$ cat config.mk
export PLATFORM = sky130hd
export DESIGN_NAME = console_writer
export DESIGN_NICKNAME = d
export VERILOG_FILES = /design/src/rtl/console_writer_pkg.sv /design/src/rtl/console_fill_engine.sv /design/src/rtl/console_writer.sv
export SDC_FILE = /design/constraint.sdc
export NUM_CORES = 1
export LEC_CHECK = 0
export BUFFER_PORTS_ARGS = -buffer_cell sky130_fd_sc_hd__buf_4
export CAP_MARGIN = 20
export CORE_ASPECT_RATIO = 0.6
export CORE_MARGIN = 2
export CORE_UTILIZATION = 55
export CTS_CLUSTER_DIAMETER = 50
export CTS_CLUSTER_SIZE = 8
export DETAILED_ROUTE_END_ITERATION = 12
export PLACE_DENSITY_LB_ADDON = 0.12
export SLEW_MARGIN = 25
export SYNTH_ARGS = -nofsm -noshare
export SYNTH_HDL_FRONTEND = slang
export SYNTH_SLANG_ARGS = --single-unit
$ cat constraint.sdc
create_clock -name clk_pixel -period 6.5 [get_ports clk_pixel]
set_clock_uncertainty 0.05 [all_clocks]
set_input_delay 1.3 -clock clk_pixel [delete_from_list [all_inputs] [get_ports clk_pixel]]
set_output_delay 1.3 -clock clk_pixel [all_outputs]
set_load 0.02 [all_outputs]
$ cat src/rtl/console_writer_pkg.sv
// Shared control codes, blank-cell attribute and writer FSM encoding for the text console path.
package console_writer_pkg;

    localparam logic [7:0] CODE_BS    = 8'h08;
    localparam logic [7:0] CODE_TAB   = 8'h09;
    localparam logic [7:0] CODE_LF    = 8'h0A;
    localparam logic [7:0] CODE_FF    = 8'h0C;
    localparam logic [7:0] CODE_CR    = 8'h0D;
    localparam logic [7:0] CODE_SPACE = 8'h20;
    localparam logic [7:0] CODE_DEL   = 8'h7F;

    localparam logic [7:0] DEFAULT_ATTR = 8'h07;

    typedef enum logic {
        ST_FILL,
        ST_IDLE
    } wr_state_t;

    function automatic logic is_printable(input logic [7:0] b);
        return (b >= CODE_SPACE) && (b != CODE_DEL);
    endfunction

endpackage

$ cat src/rtl/console_fill_engine.sv
// Blank-fill sequencer: writes count consecutive cells starting at base_addr, one per cycle.
// Latency: first write the cycle after start; done is high during the last write.
// Backpressure: none; start is only honoured by the caller while the engine is idle.
module console_fill_engine #(
    parameter int AW = 11,
    parameter int NW = 12
) (
    input  logic          clk,
    input  logic          reset,
    input  logic          start,
    input  logic [AW-1:0] base_addr,
    input  logic [NW-1:0] count,
    output logic          mem_we,
    output logic [AW-1:0] mem_addr,
    output logic          done
);

    logic [NW-1:0] remaining;

    always_ff @(posedge clk) begin
        if (reset) begin
            mem_we    <= 1'b0;
            mem_addr  <= '0;
            remaining <= '0;
        end else if (start) begin
            mem_we    <= (count != '0);
            mem_addr  <= base_addr;
            remaining <= count;
        end else if (mem_we) begin
            remaining <= remaining - NW'(1);
            // Hold the address on the final cell so it never steps past the range.
            if (remaining == NW'(1)) begin
                mem_we <= 1'b0;
            end else begin
                mem_addr <= mem_addr + AW'(1);
            end
        end
    end

    assign done = mem_we && (remaining == NW'(1));

endmodule

$ cat src/rtl/console_writer.sv
// Byte-stream to text-RAM writer with cursor, control codes, line wrap and ring-offset scroll.
// Latency: printable byte written 1 cycle after accept; sustains 1 byte/cycle while no fill runs.
// Backpressure: in_ready low for the whole of any blank fill (reset, form feed, scroll).
module console_writer
    import console_writer_pkg::*;
#(
    parameter int         COLUMNS           = 80,
    parameter int         ROWS              = 25,
    parameter logic [7:0] DEFAULT_ATTRIBUTE = DEFAULT_ATTR,
    parameter int         TAB_STOP          = 8,
    localparam int        AW                = $clog2(COLUMNS*ROWS),
    localparam int        RW                = $clog2(ROWS),
    localparam int        CW                = $clog2(COLUMNS)
) (
    input  logic          clk_pixel,
    input  logic          reset,
    input  logic          in_valid,
    input  logic [7:0]    in_byte,
    input  logic [7:0]    in_attr,
    output logic          in_ready,
    output logic          mem_we,
    output logic [AW-1:0] mem_addr,
    output logic [15:0]   mem_wdata,
    output logic [RW-1:0] row_offset,
    output logic [CW-1:0] cursor_x,
    output logic [RW-1:0] cursor_y
);

    localparam int          CELLS  = COLUMNS * ROWS;
    localparam int          NW     = $clog2(CELLS + 1);
    localparam logic [RW:0] ROWS_W = (RW+1)'(ROWS);

    wr_state_t     state_q, state_d;
    logic [CW-1:0] cx_d;
    logic [RW-1:0] cy_d, off_d;
    logic          fill_pend_q, fill_pend_d;
    logic          fill_all_q, fill_all_d;
    logic [AW-1:0] fill_base_q, fill_base_d;
    logic          wr_we_q, wr_we_d;
    logic [AW-1:0] wr_addr_q, wr_addr_d;
    logic [15:0]   wr_data_q, wr_data_d;

    logic          fill_start, fill_we, fill_done;
    logic [AW-1:0] fill_addr;
    logic [RW:0]   row_sum;
    logic [RW-1:0] phys_row;
    logic [AW-1:0] cell_addr;
    logic [CW:0]   tab_x;
    logic          newline;
    logic          accept;

    assign in_ready   = (state_q == ST_IDLE);
    assign accept     = in_valid && in_ready;
    assign fill_start = (state_q == ST_FILL) && fill_pend_q;

    console_fill_engine #(
        .AW (AW),
        .NW (NW)
    ) u_fill (
        .clk       (clk_pixel),
        .reset     (reset),
        .start     (fill_start),
        .base_addr (fill_base_q),
        .count     (fill_all_q ? NW'(CELLS) : NW'(COLUMNS)),
        .mem_we    (fill_we),
        .mem_addr  (fill_addr),
        .done      (fill_done)
    );

    // Character writes and fills never overlap, so the fill simply takes priority.
    assign mem_we    = fill_we | wr_we_q;
    assign mem_addr  = fill_we ? fill_addr : wr_addr_q;
    assign mem_wdata = fill_we ? {DEFAULT_ATTRIBUTE, CODE_SPACE} : wr_data_q;

    always_comb begin
        row_sum = {1'b0, row_offset} + {1'b0, cursor_y};
        if (row_sum >= ROWS_W) begin
            phys_row = RW'(row_sum - ROWS_W);
        end else begin
            phys_row = row_sum[RW-1:0];
        end
        cell_addr = AW'(int'(phys_row) * COLUMNS + int'(cursor_x));
        tab_x     = ({1'b0, cursor_x} | (CW+1)'(TAB_STOP - 1)) + (CW+1)'(1);
    end

    always_comb begin
        state_d     = state_q;
        cx_d        = cursor_x;
        cy_d        = cursor_y;
        off_d       = row_offset;
        fill_pend_d = fill_start ? 1'b0 : fill_pend_q;
        fill_all_d  = fill_all_q;
        fill_base_d = fill_base_q;
        wr_we_d     = 1'b0;
        wr_addr_d   = wr_addr_q;
        wr_data_d   = wr_data_q;
        newline     = 1'b0;

        case (state_q)
            ST_FILL: begin
                if (fill_done) begin
                    state_d = ST_IDLE;
                end
            end
            default: begin
                if (accept) begin
                    if (is_printable(in_byte)) begin
                        wr_we_d   = 1'b1;
                        wr_addr_d = cell_addr;
                        wr_data_d = {in_attr, in_byte};
                        if (cursor_x == CW'(COLUMNS - 1)) begin
                            cx_d    = '0;
                            newline = 1'b1;
                        end else begin
                            cx_d = cursor_x + CW'(1);
                        end
                    end else begin
                        case (in_byte)
                            CODE_CR: cx_d = '0;
                            CODE_LF: newline = 1'b1;
                            CODE_BS: begin
                                if (cursor_x != '0) begin
                                    cx_d = cursor_x - CW'(1);
                                end
                            end
                            CODE_TAB: begin
                                if (tab_x >= (CW+1)'(COLUMNS)) begin
                                    cx_d    = '0;
                                    newline = 1'b1;
                                end else begin
                                    cx_d = tab_x[CW-1:0];
                                end
                            end
                            CODE_FF: begin
                                cx_d        = '0;
                                cy_d        = '0;
                                off_d       = '0;
                                state_d     = ST_FILL;
                                fill_pend_d = 1'b1;
                                fill_all_d  = 1'b1;
                                fill_base_d = '0;
                            end
                            default: ;
                        endcase
                    end
                end
            end
        endcase

        // Scrolling: the old top physical row becomes the new bottom row and is blanked.
        if (newline) begin
            if (cursor_y < RW'(ROWS - 1)) begin
                cy_d = cursor_y + RW'(1);
            end else begin
                off_d       = (row_offset == RW'(ROWS - 1)) ? '0 : row_offset + RW'(1);
                state_d     = ST_FILL;
                fill_pend_d = 1'b1;
                fill_all_d  = 1'b0;
                fill_base_d = AW'(int'(row_offset) * COLUMNS);
            end
        end
    end

    always_ff @(posedge clk_pixel) begin
        if (reset) begin
            state_q     <= ST_FILL;
            cursor_x    <= '0;
            cursor_y    <= '0;
            row_offset  <= '0;
            fill_pend_q <= 1'b1;
            fill_all_q  <= 1'b1;
            fill_base_q <= '0;
            wr_we_q     <= 1'b0;
            wr_addr_q   <= '0;
            wr_data_q   <= '0;
        end else begin
            state_q     <= state_d;
            cursor_x    <= cx_d;
            cursor_y    <= cy_d;
            row_offset  <= off_d;
            fill_pend_q <= fill_pend_d;
            fill_all_q  <= fill_all_d;
            fill_base_q <= fill_base_d;
            wr_we_q     <= wr_we_d;
            wr_addr_q   <= wr_addr_d;
            wr_data_q   <= wr_data_d;
        end
    end

endmodule

# After elaboration in Yosys (flattened, before gate mapping)
# Index checks and enable logic that the tools add are counted.
[totals] ff_bits=82 latch_bits=0 ram_bits=0 romBits=0 in_bits=19 out_inout_bits=46 wordCells=119 n_memories=0
[classes] n_addsub=10 multipliers=2 n_div=0 n_lt_le_gt_ge=4 eq_ne=11 shift=0 n_mux=63 n_bitwise=3 reduce_logical=13
[op_table] op="11-bit two-way mux" n=13
[op_table] op="5-bit two-way mux" n=14
[op_table] op="8-bit by 4-bit == test with 1-bit output, second input constant" n=5
[op_table] op="1-bit two-way mux" n=29
[op_table] op="7-bit two-way mux" n=4
[op_table] op="7-bit case mux with 3 select lines" n=1
[op_table] op="16-bit two-way mux" n=1
[op_table] op="5-bit by 3-bit multiplier with 7-bit output, second input constant" n=2
[op_table] op="11-bit by 1-bit adder with 11-bit output, second input constant" n=1
[op_table] op="11-bit by 7-bit adder with 11-bit output" n=1
[op_table] op="11-bit by 1-bit == test with 1-bit output, second input constant" n=1
[op_table] op="11-bit nonzero test" n=1
[op_table] op="11-bit by 1-bit subtractor with 11-bit output, second input constant" n=1
[op_table] op="5-bit by 1-bit adder with 5-bit output, second input constant" n=2
[op_table] op="7-bit by 1-bit adder with 8-bit output, second input constant" n=1
[op_table] op="8-bit by 6-bit greater-or-equal comparator with 1-bit output, second input constant" n=1
[op_table] op="8-bit by 7-bit greater-or-equal comparator with 1-bit output, second input constant" n=1
[op_table] op="8-bit by 7-bit != test with 1-bit output, second input constant" n=1
[op_table] op="7-bit by 1-bit adder with 7-bit output, second input constant" n=1
[op_table] op="7-bit == test, second input constant" n=1
[op_table] op="7-bit nonzero test" n=1
[op_table] op="7-bit by 1-bit subtractor with 7-bit output, second input constant" n=1
[op_table] op="5-bit by 5-bit adder with 6-bit output" n=1
[op_table] op="6-bit by 5-bit greater-or-equal comparator with 1-bit output, second input constant" n=1
[op_table] op="other kinds (16)" n=20

# Longest topological paths before layout
[logic_depth] ltp_word=9 ltp_mapped=17 ltp_nobuf=17

# By module
# From an unflattened synthesis, not the netlist that was laid out.
[hier_totals] cells_unflattened=654 hier_area_um2=5263.8
[modules_own_cells] mod="console_writer" n_inst=1 cells_per_inst=498 area_per_inst_um2=3956.3 seq_area_each_um2=1181.1
[modules_own_cells] mod="console_fill_engine" n_inst=1 cells_per_inst=156 area_per_inst_um2=1307.5 seq_area_each_um2=460.4

# Least setup slack after synthesis
# Ideal clock, no wire load.
[synth_path] path_type="reg2reg" from="register row_offset[0]" to="register wr_addr_q[10]" setup_time_ps=91 arrival_time_ps=4218 t_required_ps=6359 setup_slack_ps=2141 path_stages_with_launch=17 n_path_buf=0 path_cell_list="dfxtp_1 > ha_1 > inv_1 > fa_1 > ha_1 > nand3b_1 > a311oi_1 > a22oi_1 > nand2_1 > xor2_1 > ha_1 > ha_1 > fa_1 > nand3_1 > o311ai_0 > nand3_1 > a311oi_1"
[synth_between] elab_chain_cells=5 word_cells_on_any_way=6
[synth_lines] element="start, declared" line_no="console_writer.sv:24" rtl="output logic [RW-1:0] row_offset,"
[synth_lines] element="start signal, assigned" line_no="console_writer.sv:169" rtl="row_offset <= '0;"
[synth_lines] element="start signal, assigned" line_no="console_writer.sv:180" rtl="row_offset <= off_d;"
[synth_lines] element="5-bit by 5-bit adder with 6-bit output *" line_no="console_writer.sv:76" rtl="row_sum = {1'b0, row_offset} + {1'b0, cursor_y};"
[synth_lines] element="5-bit subtractor or 6-bit by 5-bit greater-or-equal comparator with 1-bit output (tied branches)" line_no="console_writer.sv:78, console_writer.sv:77"
[synth_lines] element="5-bit two-way mux *" line_no="console_writer.sv:77" rtl="if (row_sum >= ROWS_W) begin"
[synth_lines] element="5-bit by 3-bit multiplier with 7-bit output *" line_no="console_writer.sv:82" rtl="cell_addr = AW'(int'(phys_row) * COLUMNS + int'(cursor_x));"
[synth_lines] element="11-bit by 7-bit adder with 11-bit output *" line_no="console_writer.sv:82"
[synth_lines] element="end signal, assigned" line_no="console_writer.sv:185" rtl="wr_addr_q <= wr_addr_d;"
[synth_lines] element="end, declared" line_no="console_writer.sv:40" rtl="logic [AW-1:0] wr_addr_q, wr_addr_d;"
# Mark *: on every way between the ends. The rest lies on a longest branch, timed or not.
# A chain may end at the register's enable or synchronous reset.

# Final worst setup path
# Ends and elaborated chain as after synthesis.

==> summary.md <==
| Metric | Value |
|---|---|
| Synth unique cells | 71 |
| Synth top area share | 33.6% |
| Drt wl/cell | 16.6 um |
| Setup violators final | 0 |
| PostCTS Resize Cnt | 0 |
| Area Overhead vs Synth | 16.3% |
| Largest net degree at the start of global routing | 54 |
| Dpl cells | 730 |
| Num CTS Buffers | 9 |
| P_leak | 2.43 nW |
| Core area | 0.00856 mm2 |
| Max_cap viols | 0 |
| Status | finished, final reports clean |
| Commonest non-fill, non-tap cell in the layout | dfxtp_1 |
| Global-route wire length before repair | 20500 um |
| Synth top area cells | dfxtp_1 34%, ha_1 8.5%, nand2_1 6.1% |
| CTS tree | done |
| Sequential area share after synthesis | 33.6% |
| Worst-path fanout max | 9 |
| Cell Rows | 26 |
| Fillers | 728 |
| Yosys Warn Count | 0 |
| Avg Vias per Cell | 5.92 |
| DRC viols | 0 |
| TNS Setup | 0 ns |
| Clock-pin slew on the worst setup and hold paths | 0.06 ns |
| GPL Wtd Cong | 0.894 |
| Worst Path Required | 6.70 ns |
| Die width | 126 um |
| Worst hold path type | reg2reg |
| Vias in the first global route | 4084 |
| # port buffers | 64 |
| DRT antenna net count | 0 |
| Syn_nets | 636 |
| Startpoint types | register |
| Worst hold start | wr_data_q[15]$_SDFFE_PP0P_ |
| Hold-fix buffers, CTS | 0 |
| Clk root buf | clkbuf_16 |
| Worst Hold End | wr_data_q[15]$_SDFFE_PP0P_ |
| Reg2reg start | row_offset[0]$_SDFF_PP0_ |
| Final Slew Violations | 0 |
| Top_reg_cell synth | dfxtp_1 |
| Ys async rst share | 0% |
| Peak Freq | 0.212 GHz |
| RSZ-0062 raised after global routing | no |
| Share of layout cells above drive strength 1 | 18.5% |
| Die area | 0.00968 mm2 |
| Clk sinks | 82 |
| # H-tree levels | 3 |
| # nets final | 685 |
| Clk Latency, worst-skew pair | 0.33 ns |
| FF-to-FF End | wr_addr_q[10]$_SDFFE_PP0P_ |
| Clk buf depth | 2 |
| Hold_ws | 0.399 ns |
| Most frequent cells in the layout | 82 x dfxtp_1, 80 x nand2_1, 66 x buf_4 |
| 1st-iter DRT viols | 344 |
| Crit. End Element | register |
| Grt ovf | 0 |
| Max transition margin | 42.7% |
| Non-Filler Instances | 745 |
| Period utilisation layout | 72.5% |
| Routed Wire Length | 12300 um |
| R2R Setup Slk | 1.78 ns |
| Post-CTS setup buffer count | 0 |
| GRT Total Usage | 26.2% |
| Worst R2R Path Depth | 16 |
| Crit Path Category | reg2reg |
| IO Pins | 65 |
| Max VDD drop | 0.121 mV |
| Fin. Hold Viols | 0 |
| N_diodes | 0 |
| Core Util, Final | 66.4% |
| DR vias | 4407 |
| Hold path cells | 2 |
| Initial antenna violation count | 0 |
| Final Cell Area | 0.00568 mm2 |
| Synth Cell Area | 0.00488 mm2 |
| Initial Util | 57.1% |
| Number of synthesized register bits | 82 |
| Worst slew pin tran | 0.857 ns |
| Dpl hpwl | 9010 um |
| Avg Cell Area, Syn | 8.42 um2 |
| Placed cell area | 0.00539 mm2 |
| Minimum clock period | 4.72 ns |
| Die Ht | 77 um |
| Cell count after synthesis | 580 |
| Critical Path AT | 4.92 ns |
| Cell taking the most area after synthesis | dfxtp_1 |
| PwrDens | 197 mW/mm2 |
| Post-synth EDFFs | 0 |
| DR pass1 iterations | 6 |
[kinds of logic (layout without fill, tap and decap cells)]
group / after synthesis / in the layout / share of synthesized area, %
multiplexers: 13 / 13 / 2.95
XOR/XNOR: 33 / 33 / 5.92
AND/OR/NAND/NOR: 226 / 226 / 23.8
buffers and inverters: 50 / 103 / 4.48
AO/OA/AOI/OAI: 139 / 139 / 19.1
adder cells (fa/ha/maj): 37 / 37 / 10.1
flip-flops: 82 / 82 / 33.6
[sequential cells by signal, summed over array words and instances, names as in the netlist, 5 cells and up]
name              count
cursor_y              5
wr_addr_q            11
fill_base_q          11
row_offset            5
u_fill.mem_addr      11
wr_data_q            16
cursor_x              7
u_fill.remaining     11
[cell type report]
cell class / instances / area [um2] / area share, %
Clock buffer: 9 / 225 / 3.97
Clock inverter: 6 / 67.6 / 1.19
Inverter: 22 / 82.6 / 1.45
Multi-Input combinational cell: 448 / 3030 / 53.3
Sequential cell: 82 / 1640 / 28.9
Tap cell: 112 / 140 / 2.47
Timing Repair Buffer: 66 / 495 / 8.72
[where the power goes]
part	internal, W	leakage (nW)	switching (W)	total [W]
combinational	0.0000369	1.63	0.0000534	0.0000903
clock	0.000297	0.138	0.000206	0.000503
sequential	0.000513	0.666	0.0000108	0.000523
[per-layer routing]
metal / share of wire [%] / vias to the layer above / wire length (um) / global-route usage [%]
li1: - / 2164 / - / -
met1: 48 / 2083 / 5960 / 37.6
met2: 44 / 146 / 5410 / 39.5
met3: 7.0 / 14 / 863 / 6.84
met4: 0.85 / 0 / 105 / 5.67
met5: 0 / - / 0 / 0
[stage by stage]
| step | setup WS, ns | power, W |
|---|---|---|
| floorplan | 2.14 | 0.000592 |
| global placement | 2.03 | 0.000621 |
| detailed placement | 1.84 | 0.000623 |
| CTS | 1.81 | 0.00113 |
| global route | 1.40 | 0.00115 |
| finish | 1.78 | 0.00112 |
[synthesized netlist by cell type (8+ instances only)]
library cell / number
a211oi_1: 10
and3_1: 10
xnor2_1: 15
nor2b_1: 19
nand3_1: 23
nor2_1: 35
ha_1: 33
clkbuf_1: 17
nand2_1: 80
a21oi_1: 51
o21ai_0: 18
xor2_1: 18
nor3_1: 10
a21o_1: 8
mux2_2: 11
inv_1: 22
dfxtp_1: 82
[worst max path at each step]
stage | startpoint | end | slack (ns) | cells past startpoint
6_report | row_offset[0]$_SDFF_PP0_ | wr_addr_q[10]$_SDFFE_PP0P_ | 1.78 | 16
5_1_grt | row_offset[0]$_SDFF_PP0_ | wr_addr_q[10]$_SDFFE_PP0P_ | 1.40 | 16
4_1_cts | row_offset[0]$_SDFF_PP0_ | wr_addr_q[10]$_SDFFE_PP0P_ | 1.81 | 16
3_5_place_dp | row_offset[0]$_SDFF_PP0_ | wr_addr_q[10]$_SDFFE_PP0P_ | 1.84 | 16
3_3_place_gp | row_offset[0]$_SDFF_PP0_ | wr_addr_q[10]$_SDFFE_PP0P_ | 2.03 | 16
2_1_floorplan | row_offset[0]$_SDFF_PP0_ | wr_addr_q[10]$_SDFFE_PP0P_ | 2.14 | 16
[critical path: stages (launching register included)]
cell and delay [ns]:
dfxtp_1 0.50, ha_1 0.25, inv_1 0.06, fa_1 0.52
ha_1 0.27, nand3b_1 0.12, a311oi_1 0.10, a22oi_1 0.43
nand2_1 0.14, xor2_1 0.22, ha_1 0.26, ha_1 0.22
fa_1 0.54, nand3_1 0.10, o311ai_0 0.45, nand3_1 0.13
a311oi_1 0.26
Power figures use the tool's default switching activity.
